<file path="config.mk">
export PLATFORM = sky130hd
export DESIGN_NAME = record_play_ctrl
export DESIGN_NICKNAME = d
export VERILOG_FILES = /design/src/rtl/record_play_ctrl.sv
export SDC_FILE = /design/constraint.sdc
export NUM_CORES = 1
export LEC_CHECK = 0
export ABC_AREA = 0
export BUFFER_PORTS_ARGS = -buffer_cell sky130_fd_sc_hd__buf_2
export CELL_PAD_IN_SITES_DETAIL_PLACEMENT = 0
export CELL_PAD_IN_SITES_GLOBAL_PLACEMENT = 2
export CORE_MARGIN = 4
export CORE_UTILIZATION = 30
export CTS_CLUSTER_SIZE = 14
export DETAILED_ROUTE_END_ITERATION = 8
export PLACE_DENSITY = 0.75
export SLEW_MARGIN = 0
export SYNTH_ARGS = -nofsm -noshare
export SYNTH_HDL_FRONTEND = slang
export SYNTH_SLANG_ARGS = --single-unit
</file>
<file path="constraint.sdc">
create_clock -name clk -period 3 [get_ports clk]
set_input_delay 0.45 -clock clk [delete_from_list [all_inputs] [get_ports clk]]
set_output_delay 0.45 -clock clk [all_outputs]
set_load 0.02 [all_outputs]
</file>
<file path="src/rtl/record_play_ctrl.sv">
// Record/playback sequencer for a synchronous sample RAM.
// Records one sample per sample_tick into RAM, replays the stored take at
// the same rate, and exports its state for the status LEDs.
module record_play_ctrl #(
   parameter int unsigned ADDR_W = 10,
   parameter int unsigned DATA_W = 8
) (
   input  logic              clk,
   input  logic              rst_n,
   input  logic              record_req,
   input  logic              play_req,
   input  logic              sample_tick,
   input  logic [DATA_W-1:0] sample_in,
   output logic [ADDR_W-1:0] mem_addr,
   output logic              mem_we,
   output logic [DATA_W-1:0] mem_wdata,
   output logic              mem_re,
   input  logic [DATA_W-1:0] mem_rdata,
   output logic [DATA_W-1:0] sample_out,
   output logic              sample_out_valid,
   output logic [1:0]        state_o,
   output logic [ADDR_W:0]   rec_len
);

   typedef enum logic [1:0] {
      IDLE   = 2'b00,
      RECORD = 2'b01,
      PLAY   = 2'b10
   } state_t;

   localparam logic [ADDR_W:0] FULL = {1'b1, {ADDR_W{1'b0}}};
   localparam logic [ADDR_W:0] ONE  = {{ADDR_W{1'b0}}, 1'b1};

   state_t            state;
   logic [ADDR_W:0]   wr_ptr;
   logic [ADDR_W:0]   rd_ptr;
   logic              rec_arm;
   logic              play_arm;
   logic              rd_valid;
   logic [DATA_W-1:0] sample_hold;

   logic wr_go;
   logic rd_go;
   logic rd_last;
   logic rec_exit;
   logic play_exit;

   // Write/read issue and state-exit decisions for the current cycle.
   always_comb begin
      wr_go     = (state == RECORD) && record_req && sample_tick && (wr_ptr != FULL);
      rd_go     = (state == PLAY) && play_req && sample_tick;
      rd_last   = (rd_ptr == (rec_len - ONE));
      rec_exit  = (state == RECORD) && (!record_req || (wr_ptr == FULL));
      play_exit = (state == PLAY) && (!play_req || (rd_go && rd_last));
   end

   // Replay data comes straight from the RAM in its valid cycle and is held afterwards.
   assign sample_out       = rd_valid ? mem_rdata : sample_hold;
   assign sample_out_valid = rd_valid;
   assign state_o          = state;

   // State machine, pointers, re-arm flags and registered RAM strobes.
   always_ff @(posedge clk or negedge rst_n) begin
      if (!rst_n) begin
         state       <= IDLE;
         wr_ptr      <= '0;
         rd_ptr      <= '0;
         rec_len     <= '0;
         rec_arm     <= 1'b1;
         play_arm    <= 1'b1;
         rd_valid    <= 1'b0;
         sample_hold <= '0;
         mem_we      <= 1'b0;
         mem_re      <= 1'b0;
         mem_addr    <= '0;
         mem_wdata   <= '0;
      end else begin
         mem_we    <= 1'b0;
         mem_re    <= 1'b0;
         mem_addr  <= '0;
         mem_wdata <= '0;
         // A read already issued completes regardless of the state it leaves behind.
         rd_valid  <= mem_re;
         if (rd_valid) sample_hold <= mem_rdata;

         // Releasing a request re-arms it; leaving the mode with the request still held disarms it.
         if (!record_req)    rec_arm  <= 1'b1;
         else if (rec_exit)  rec_arm  <= 1'b0;
         if (!play_req)      play_arm <= 1'b1;
         else if (play_exit) play_arm <= 1'b0;

         case (state)
            IDLE: begin
               if (record_req && rec_arm) begin
                  state   <= RECORD;
                  wr_ptr  <= '0;
                  rec_len <= '0;
               end else if (play_req && play_arm && (rec_len != '0)) begin
                  state  <= PLAY;
                  rd_ptr <= '0;
               end
            end
            RECORD: begin
               if (rec_exit) begin
                  state <= IDLE;
               end else if (wr_go) begin
                  mem_we    <= 1'b1;
                  mem_addr  <= wr_ptr[ADDR_W-1:0];
                  mem_wdata <= sample_in;
                  wr_ptr    <= wr_ptr + ONE;
                  rec_len   <= wr_ptr + ONE;
               end
            end
            PLAY: begin
               if (rd_go) begin
                  mem_re   <= 1'b1;
                  mem_addr <= rd_ptr[ADDR_W-1:0];
                  rd_ptr   <= rd_ptr + ONE;
               end
               if (play_exit) state <= IDLE;
            end
            default: state <= IDLE;
         endcase
      end
   end

endmodule
</file>
=== Word-level counts from Yosys, hierarchy flattened ===
Cells that the tools add are included.

* $add $sub $neg: 3
* Equal/unequal tests: 16
* Muxes and demuxes: 30
* Reduce and logical (&&, ||, !) cells: 22

{| class="wikitable"
|+ Operators with widths
! operator !! count
|-
| $mux W11 || 6
|-
| $pmux W11 S2 || 2
|-
| $mux W8 || 4
|-
| $mux W10 || 3
|-
| $add A11 B1 Y11 const B || 2
|-
| $pmux W10 S2 || 1
|-
| $ne A2 B2 Y1 const B || 8
|-
| $eq A11 B11 Y1 || 1
|-
| $eq A11 B11 Y1 const B || 1
|-
| $logic_and A1 B1 Y1 || 11
|-
| $ne A11 B11 Y1 const B || 1
|-
| $reduce_bool A11 Y1 || 1
|-
| $sub A11 B1 Y11 const B || 1
|-
| $mux W1 || 9
|-
| $mux W2 || 4
|-
| $reduce_and A4 Y1 || 2
|-
| $pmux W2 S3 || 1
|-
| $ne A2 B1 Y1 const B || 2
|-
| $reduce_bool A2 Y1 || 2
|-
| $ne A3 B3 Y1 const B || 1
|-
| $reduce_and A3 Y1 || 1
|-
| $eq A2 B1 Y1 const B || 1
|-
| $eq A2 B2 Y1 const B || 1
|-
| $logic_not A1 Y1 || 2
|-
| other kinds (2) || 3
|}

* Register bits after elaboration: 55
* Bits of input ports: 21
* Logic and storage cells: 82

=== Depth between registers and ports, before layout ===
* Depth after elaboration: 8
* Mapped depth: 11

=== Worst setup path after synthesis ===
No wires, ideal clock.

* Path type: register -> register
* Start: register wr_ptr[0]
* End: register state[1], in the netlist state_o[1]
* Setup time: 0.128 ns
* Data arrival time: 2.822 ns
* Data required time: 2.872 ns
* Slack: 0.050 ns
* Stages on the path, launching flop included: 12
* Cells stage by stage: dfrtp_1 clkbuf_1 inv_1 ha_1 or4b_1 buf_2 nor4_4 and3_1 a31o_2 o211ai_1 a31oi_2 mux2_1

* Cells in the longest elaborated chain, start to end: 7

{| class="wikitable"
|+ RTL lines
! element !! RTL line !! RTL
|-
| from (decl) || 35 || <nowiki>logic [ADDR_W:0] wr_ptr;</nowiki>
|-
| from (signal assigned) || 110 || <nowiki>wr_ptr <= wr_ptr + ONE;</nowiki>
|-
| $sub A11 B1 Y11 || - ||
|-
| $eq A11 B11 Y1 || - ||
|-
| $logic_and A1 B1 Y1 || - ||
|-
| $logic_or A1 B1 Y1 || - ||
|-
| $logic_and A1 B1 Y1 || - ||
|-
| $ne A2 B2 Y1 (no line) || - ||
|-
| $reduce_and A3 Y1 (no line) (*) || - ||
|-
| to (signal assigned) || 65 || <nowiki>state <= IDLE;</nowiki>
|-
| to (signal assigned) || 95 || <nowiki>state <= RECORD;</nowiki>
|-
| to (signal assigned) || 99 || <nowiki>state <= PLAY;</nowiki>
|-
| to (decl) || 34 || <nowiki>state_t state;</nowiki>
|}

Mark *: on every way between the ends. The rest lies on a longest branch, timed or not.
A chain may end at the register's enable or synchronous reset.

=== Worst setup path in the final report ===
* Start: register wr_ptr[1]
* End: register state[0], in the netlist state_o[0]

Same word-level chain as after synthesis.

==> flow_metrics.env <==
export IMPL_syn_inst=281
export IMPL_std_cell_rows=34
export IMPL_nNetsFinal=373
export IMPL_drv_cap=0
export IMPL_via_per_inst=4.79
export IMPL_drtIter0Drc=98
export IMPL_yosysTopAreaCell="dfrtp_1"
export IMPL_drive_above_1_share=0.288
export IMPL_critPathMaxFanout=6
export IMPL_pin_count=63
export IMPL_clockRootBuffer="clkbuf_8"
export IMPL_setup_tns_ns=0
export IMPL_synth_async_reset_ratio=1.00
export IMPL_cts_clk_slew_worst_paths_ns=0.11
export IMPL_synth_area_leaders="dfrtp_1 48%, nand2_1 5.0%, xor2_1 3.8%, nor2_1 3.4%, mux2_2 3.2%"
export IMPL_grt_ovfl_total=0
export IMPL_cp_start_kind="flip-flop"
export IMPL_arrival_ns=2.93
export IMPL_critPathTopFamily="compound AO/OA/AOI/OAI gates"
export IMPL_cp_end_kind="flip-flop"
export IMPL_clock_latency_ns=0.31
export IMPL_place_congestion=0.763
export IMPL_clock_skew_ns=0.00633
export IMPL_finalCriticalPeriod_ns=2.74
export IMPL_path_class="reg2reg"
export IMPL_final_area_um2=3360
export IMPL_die_h_um=104
export IMPL_status="finished clean"
export IMPL_tightest_slew_ns=0.790
export IMPL_grt_first_pass_wirelength_um=11600
export IMPL_ys_types=49
export IMPL_slew_headroom=0.472
export IMPL_port_buffers=62
export IMPL_ys_flop_type="dfrtp_1"
export IMPL_cts_buffers=5
export IMPL_placed_area_um2=3250
export IMPL_vias=2180
export IMPL_final_util=0.377
export IMPL_post_cts_setup_buffers=0
export IMPL_worst_path_max_delay_cell="or4b_1"
export IMPL_max_stage_delay_ns=0.60
export IMPL_die_area_um2=10900
export IMPL_ctsHtreeMaxLevel=2
export IMPL_fin_crit_sh=0.912
export IMPL_slew_violations=0
export IMPL_synth_warnings=0
export IMPL_cts_resized=0
export IMPL_core_area_um2=8890
export IMPL_syn_area_um2=2790
export IMPL_hold_class="in2async"
export IMPL_drtPass1Iterations=4
export IMPL_antenna_found_initial=0
export IMPL_rsz0062_at_grt="false"
export IMPL_drc=0
export IMPL_syn2layout_area_growth_pct=20.4
export IMPL_cp_required_ns=3.20
export IMPL_antennaDiodeCount=0
export IMPL_power_density_nw_per_um2=665
export IMPL_dpl_hpwl_um=5130
export IMPL_synth_seq_cells=55
export IMPL_synth_edf_count=0
export IMPL_synth_top_cell_area_share=0.476
export IMPL_synth_nets=308
export IMPL_clock_path_buffers=2
export IMPL_start_util=0.313
export IMPL_crit_chain="inv_1 -> ha_1 -> or4b_1 -> o311ai_0 -> a31o_2 -> o211ai_1 -> a31oi_2 -> mux2_1"
export IMPL_grt_max_degree=26
export IMPL_leakage_nw=1.65
export IMPL_finalSetupViolCount=0
export IMPL_routed_wl_um=6740
export IMPL_grt_usage=0.130
export IMPL_max_freq_mhz=365
export IMPL_vdd_drop_max_mv=0.239
export IMPL_synth_avg_cell_area_um2=9.92
export IMPL_final_hold_viol_count=0
export IMPL_worst_path_buf_inv=1
export IMPL_cts_sinks=55
export IMPL_final_antenna_net_count=0
export IMPL_grt_pass1_vias=2241
export IMPL_wl_per_cell_um=14.8
export IMPL_yosysSeqAreaShare=0.495
export IMPL_dieWidth_um=104
export IMPL_ctsHoldBuffers=0
export IMPL_tritoncts="yes"
cells by family (layout without fill, tap and decap cells):
family	after synthesis	in the layout	synth area share
AND/OR/NAND/NOR	109	109	0.192
buffers and inverters	27	93	0.0409
AO/OA/AOI/OAI	50	50	0.128
flip-flops	55	55	0.495
adder cells (fa/ha/maj)	6	6	0.0269
XOR/XNOR	22	22	0.0691
multiplexers	12	12	0.0476
synthesized netlist by cell type (2+ instances only):
cell / number
inv_1: 10
xnor2_1: 10
nor3_1: 4
dfstp_2: 2
and2_1: 10
a22oi_1: 3
dfrtp_1: 53
a21oi_1: 3
a21o_1: 2
clkbuf_1: 12
o21ai_0: 12
mux2_2: 8
ha_1: 6
nand3_1: 7
nand2_1: 37
o31ai_1: 6
xor2_1: 12
or2_2: 2
mux2_1: 2
buf_2: 4
nor2_1: 25
nand4_1: 6
a21boi_0: 9
mux2i_1: 2
and3_1: 7
nor2b_1: 4
report_power, final:
part           total [mW]  switching [mW]  internal [mW]
Clock               0.453           0.257          0.195
Sequential          0.894          0.0580          0.836
Combinational       0.885           0.514          0.371
cells in the final DEF, fill, tap and decap left out, drive strengths merged, types with 7 or more instances in the layout:
| master | count |
|---|---|
| a21boi | 9 |
| and2 | 10 |
| and3 | 7 |
| buf | 75 |
| dfrtp | 53 |
| inv | 11 |
| mux2 | 10 |
| nand2 | 37 |
| nand3 | 7 |
| nor2 | 25 |
| o21ai | 12 |
| xnor2 | 10 |
| xor2 | 12 |
state kept, by name, summed over array words and instances (netlist names):
name	count
mem_addr	10
rec_arm	1
sample_hold	8
rd_ptr	11
sample_out_valid	1
mem_we	1
mem_wdata	8
play_arm	1
wr_ptr	11
state_o	2
mem_re	1
final timing paths:
kind                             from                to  slack, ns  cells after the start
max                         wr_ptr[1]        state_o[0]       0.26                      8
min                             rst_n       mem_addr[0]       0.03                      1
max reg2reg                 wr_ptr[1]        state_o[0]       0.26                      8
min reg2reg                    mem_re  sample_out_valid       0.39                      0
max in group asynchronous       rst_n          play_arm       2.25                      2
min in group clk           record_req           rec_arm       0.30                      2
final cells by class:
type                       instances  area, um^2
clock buffer                       6        82.6
inverter                          10        37.5
tap                              108         135
fill                             888        5540
sequential                        55        1380
multi-input combinational        199        1290
timing repair buffer              75         408
clock inverter                     2        20.0
layer usage:
layer | share of wire | GRT usage | wire length (um) | vias to the layer above
met5 | 0 | 0 | 0 | -
met4 | 0.0096 | 0.0342 | 65 | 0
met3 | 0.023 | 0.0205 | 153 | 5
met2 | 0.51 | 0.223 | 3470 | 27
met1 | 0.45 | 0.170 | 3050 | 1063
li1 | - | - | - | 1085
through the flow:
step                hold WS [ns]  power [mW]  cells  setup WS, ns
floorplan                  0.154        1.53    281        0.0501
finish                    0.0263        2.23    455         0.263
detailed placement         0.362        1.81    447         0.278
CTS                       0.0309        2.27    455         0.258
global placement           0.359        1.80    447         0.351
global route              0.0395        2.39    455        0.0751
(Power assumes the default switching activity.)
